## src/rtl/mipi_pll_lock_ctrl.sv

```systemverilog
// MIPI DSI PLL lock controller: pulses PLL RESET, qualifies a synchronized LOCK,
// then releases the DSI byte-domain and pixel-domain resets in order.
module mipi_pll_lock_ctrl #(
   parameter int RST_CYCLES    = 16,
   parameter int LOCK_TIMEOUT  = 4000,
   parameter int STABLE_CYCLES = 256,
   parameter int SEQ_GAP       = 8,
   parameter int RETRY_W       = 4
) (
   input  logic               clk,
   input  logic               rst,
   input  logic               pll_lock,
   input  logic               sw_relock,
   output logic               pll_reset,
   output logic               dsi_rst_n,
   output logic               pix_rst_n,
   output logic               ready,
   output logic               timeout_err,
   output logic [RETRY_W-1:0] retry_cnt,
   output logic [2:0]         state_o
);

   typedef enum logic [2:0] {
      RESET_PLL = 3'd0,
      WAIT_LOCK = 3'd1,
      STABLE    = 3'd2,
      RELEASE   = 3'd3,
      RUN       = 3'd4
   } state_e;

   // One shared counter times every state, so it must cover the longest window.
   localparam int MAX_A   = (RST_CYCLES > LOCK_TIMEOUT) ? RST_CYCLES : LOCK_TIMEOUT;
   localparam int MAX_B   = (STABLE_CYCLES > SEQ_GAP) ? STABLE_CYCLES : SEQ_GAP;
   localparam int CNT_MAX = (MAX_A > MAX_B) ? MAX_A : MAX_B;
   localparam int CNT_W   = $clog2(CNT_MAX + 1);

   localparam logic [CNT_W-1:0] RST_LAST     = CNT_W'(RST_CYCLES - 1);
   localparam logic [CNT_W-1:0] TIMEOUT_LAST = CNT_W'(LOCK_TIMEOUT - 1);
   localparam logic [CNT_W-1:0] STABLE_LAST  = CNT_W'(STABLE_CYCLES - 1);
   localparam logic [CNT_W-1:0] GAP_LAST     = CNT_W'(SEQ_GAP - 1);

   state_e             state_q, state_d;
   logic [CNT_W-1:0]   cnt_q, cnt_d;
   logic [RETRY_W-1:0] retry_cnt_q, retry_cnt_d;
   logic               timeout_err_q, timeout_err_d;
   logic               lock_meta_q, lock_s_q;

   // NOTE: sequential state uses non-blocking (<=) so every flop samples pre-edge values.
   always_ff @(posedge clk or posedge rst) begin
      if (rst) begin
         lock_meta_q   <= 1'b0;
         lock_s_q      <= 1'b0;
         state_q       <= RESET_PLL;
         cnt_q         <= '0;
         retry_cnt_q   <= '0;
         timeout_err_q <= 1'b0;
      end else begin
         lock_meta_q   <= pll_lock;
         lock_s_q      <= lock_meta_q;
         state_q       <= state_d;
         cnt_q         <= cnt_d;
         retry_cnt_q   <= retry_cnt_d;
         timeout_err_q <= timeout_err_d;
      end
   end

   // NOTE: every always_comb output gets a default first, so no path can infer a latch.
   always_comb begin
      state_d       = state_q;
      retry_cnt_d   = retry_cnt_q;
      timeout_err_d = 1'b0;

      if (sw_relock) begin
         state_d = RESET_PLL;
      end else begin
         case (state_q)
            RESET_PLL: if (cnt_q == RST_LAST) state_d = WAIT_LOCK;
            WAIT_LOCK: begin
               if (lock_s_q) begin
                  state_d = STABLE;
               end else if (cnt_q == TIMEOUT_LAST) begin
                  state_d       = RESET_PLL;
                  timeout_err_d = 1'b1;
                  if (retry_cnt_q != '1) retry_cnt_d = retry_cnt_q + RETRY_W'(1);
               end
            end
            STABLE: begin
               if (!lock_s_q)                  state_d = WAIT_LOCK;
               else if (cnt_q == STABLE_LAST)  state_d = RELEASE;
            end
            RELEASE: begin
               if (!lock_s_q)                  state_d = RESET_PLL;
               else if (cnt_q == GAP_LAST)     state_d = RUN;
            end
            RUN:     if (!lock_s_q) state_d = RESET_PLL;
            default: state_d = RESET_PLL;
         endcase
      end

      // A relock request restarts the count even when already in RESET_PLL.
      cnt_d = (sw_relock || (state_d != state_q)) ? '0 : cnt_q + CNT_W'(1);
   end

   assign pll_reset   = (state_q == RESET_PLL);
   assign dsi_rst_n   = (state_q == RELEASE) || (state_q == RUN);
   assign pix_rst_n   = (state_q == RUN);
   assign ready       = (state_q == RUN);
   assign timeout_err = timeout_err_q;
   assign retry_cnt   = retry_cnt_q;
   assign state_o     = state_q;

endmodule

```

## config.mk

```make
export PLATFORM = sky130hd
export DESIGN_NAME = mipi_pll_lock_ctrl
export DESIGN_NICKNAME = d
export VERILOG_FILES = /design/src/rtl/mipi_pll_lock_ctrl.sv
export SDC_FILE = /design/constraint.sdc
export NUM_CORES = 1
export LEC_CHECK = 0
export ABC_CLOCK_PERIOD_IN_PS = 2600
export CAP_MARGIN = 30
export CORE_AREA = 4 4 62 64
export CTS_BUF_LIST = sky130_fd_sc_hd__clkbuf_2
export DETAILED_ROUTE_END_ITERATION = 8
export DIE_AREA = 0 0 66 68
export PLACE_DENSITY = 0.59
export SLEW_MARGIN = 5
export SYNTH_ARGS = -nofsm -noshare
export SYNTH_HDL_FRONTEND = slang
export SYNTH_SLANG_ARGS = --single-unit
```

## constraint.sdc

```tcl
create_clock -name clk -period 2.6 [get_ports clk]
set_clock_uncertainty 0.05 [all_clocks]
set_input_delay 0.52 -clock clk [delete_from_list [all_inputs] [get_ports clk]]
set_output_delay 0.52 -clock clk [all_outputs]
set_load 0.05 [all_outputs]
```

==> impl_results.md <==
- CP arrival: 1820 ps
- Status: completed
- Cell Area, Synth: 0.001313 mm2
- Crit-path cells: clkdlybuf4s50_1
- Clock Root Buffer: clkbuf_2
- Setup TNS Final: 0 ps
- Fmax: 418.2 MHz
- Gpl congestion: 0.7584
- EDFF count, synth: 0
- Via count: 987
- Clock Latency Late Sink: 310 ps
- 1st-pass router iterations: 4
- Relative slew slack: 66.17%
- GR Overflow Total: 0
- HP Class: reg2reg
- Antenna violations before repair: 0
- CP Class: reg2out
- Unrepaired setup endpoints after global routing: false
- First-pass GRT wire length: 4705 um
- Critical path's top delay family: buffers and inverters
- Crit path launch: state_o[1]$_DFF_PP0_
- Post-DRT Antenna Nets: 0
- Synth Flop Type: dfrtp_1
- Row count: 21
- Clk slew on worst S/H paths: 200 ps
- Sequential share of the synthesized area: 41.94%
- Crit path largest cell delay: 880 ps
- IO buf count: 15
- Mapped Cells: 125
- Hold path startpoint: lock_meta_q$_DFF_PP0_
- Max-Cap Viols: 0
- CTS Sinks: 22
- Reg-to-Reg Start: cnt_q[0]$_DFF_PP0_
- Worst-path maximum fanout: 14
- Pin count of the biggest net entering global routing: 23
- Layout area overhead: 15.25%
- Tcrit/Tclk final: 91.96%
- Crit path launch type: register
- GRT Overall Usage: 13.34%
- CTS tree: yes
- Layout cells sized above 1: 17.14%
- Critical Path Sink Type: primary output
- Distinct cells, synth: 43
- Slowest stage cell, crit path: clkdlybuf4s50_1
- Depth of the CTS H-tree: 1
- Peak supply drop: 0.1718 mV
- WP data required: 2030 ps
- Fill cell count: 315
- Post-synthesis average cell area: 10.50 um2
- Pwr Density: 344.4 mW/mm2
- Post-DP HPWL: 1873 um
- Top-Level Pins: 16
- CTS Hold Bufs: 0
- Slew @ Worst Pin: 506.7 ps
- Vias in the first global route: 970
- Die area: 0.004488 mm2
- Final hold violation count: 0
- Final wirelength: 2634 um
- DR WL/cell: 14.16 um
- Nets@finish: 148
- Fin. max-slew vios: 0
- Crit path time final: 2391 ps
- # setup viols final: 0
- Total CTS buffers: 3
- YS warnings: 0
- Leakage power: 0.5907 nW
- Clk buf depth: 2
- Syn_nets: 132
- Number of synthesized register bits: 22
- DR DRC count: 0
- Area occupied by multi-input gates: 706.9 um2
- Drt via density: 5.306
- Asr flop ratio synth: 100.0%
- Core box area: 0.003284 mm2
- Starting Density: 39.96%
- Initial drt markers: 82
- Ant. Diodes: 0
- Reg area: 550.5 um2
- DIE HEIGHT: 68 um
- Die width: 66 um
- WP buf/inv: 1
- Total power draw: 521.0 uW
## registers in the layout (all words and copies together), names as in the netlist
register     cells
state_o          3
lock_meta_q      1
timeout_err      1
cnt_q           12
retry_cnt        4
lock_s_q         1
## logic make-up (layout without fill, tap and decap cells)
family,after synthesis,count (layout),synth area share (%)
DFF,22,22,41.94
adders and majority gates,4,4,3.623
and+or+nand+nor,51,51,24.02
xor gates and xnor gates,13,13,8.675
AOI/OAI and AO/OA,22,22,15.16
muxes,2,2,2.002
buffers and inverters,11,26,4.576
## cell usage in the layout (no fill, tap or decap), types with 2 or more instances in the layout
| cell type | netlist | layout |
|---|---|---|
| dfrtp_1 | 22 | 22 |
| xnor2_1 | 12 | 12 |
| clkdlybuf4s50_1 | 0 | 11 |
| nor2_1 | 9 | 9 |
| nand3_1 | 6 | 6 |
| nand2_1 | 6 | 6 |
| a211oi_2 | 6 | 6 |
| inv_1 | 5 | 5 |
| nor3_1 | 6 | 5 |
| buf_4 | 1 | 5 |
| a21oi_1 | 4 | 4 |
| nand4_1 | 3 | 3 |
| a31oi_1 | 3 | 3 |
| ha_1 | 3 | 3 |
| clkbuf_2 | 0 | 3 |
| and4_1 | 2 | 2 |
| or4b_4 | 2 | 2 |
| nand3b_1 | 2 | 2 |
| a41oi_1 | 2 | 2 |
| o21ai_0 | 2 | 2 |
| and3_1 | 2 | 2 |
## synthesized netlist by cell type, types with 2 or more instances
cell type  instances  area [um2]
or4b_4             2       27.53
nor3_1             6       30.03
a31oi_1            3       18.77
a21oi_1            4       20.02
nor2_1             9       33.78
and3_1             2       12.51
inv_1              5       18.77
nand3_1            6       30.03
a41oi_1            2       17.52
nand2_1            6       22.52
a211oi_2           6       75.07
clkbuf_1           3       11.26
xnor2_1           12       105.1
nand3b_1           2       15.01
ha_1               3       37.54
o21ai_0            2       10.01
dfrtp_1           22       550.5
buf_6              2       22.52
nand4_1            3       18.77
and4_1             2       17.52
## final timing paths
kind	depth (start not counted)	slack, ps	to
min in group asynchronous	3	450	lock_meta_q$_DFF_PP0_
setup reg to reg	5	350	cnt_q[0]$_DFF_PP0_
hold reg to reg	0	330	lock_s_q$_DFF_PP0_
max in group asynchronous	3	1830	cnt_q[5]$_DFF_PP0_
hold / removal	0	330	lock_s_q$_DFF_PP0_
setup / recovery	1	210	state_o[1]
## metal layers
metal,track usage [%],share of wire [%]
met1,17.64,50
met3,2.791,3.9
met4,3.046,0.61
met5,0,0
met2,22.53,46
## cell type report
cell class              count  area share (%)
multi-input cells          92           46.73
clock buffers               3          0.9926
inverters                   5           1.241
repair buffers             17           10.59
flip-flops and latches     22           36.39
clock inverters             1          0.2481
well taps                  46           3.805
## report_power, final
part / switching, mW / internal, mW / leakage [nW] / total (mW)
sequential: 0.00784 / 0.348 / 0.300 / 0.356
combinational: 0.0197 / 0.0142 / 0.276 / 0.0339
clock: 0.0979 / 0.0335 / 0.0140 / 0.131
total: 0.125 / 0.395 / 0.591 / 0.521
## per-stage QoR
step / instances / setup WS [ps] / cell area [um2] / hold WS (ps) / util [%]
after floorplan: 125 / 78.11 / 1318 / 281.2 / -
after global placement: 182 / 317.1 / 1491 / 283.3 / 45.41
after detailed placement: 182 / 255.2 / 1491 / 290.4 / 45.41
after CTS: 186 / 41.61 / 1510 / 334.6 / 45.98
after global routing: 186 / 96.66 / 1513 / 346.8 / 46.06
final: 186 / 209.1 / 1513 / 327.7 / 46.06
## timing repair
action,4_1_cts,5_1_grt
buffers inserted,0,0
endpoints found under the setup margin,0,1
resized for setup,0,1
(Power assumes the default switching activity.)
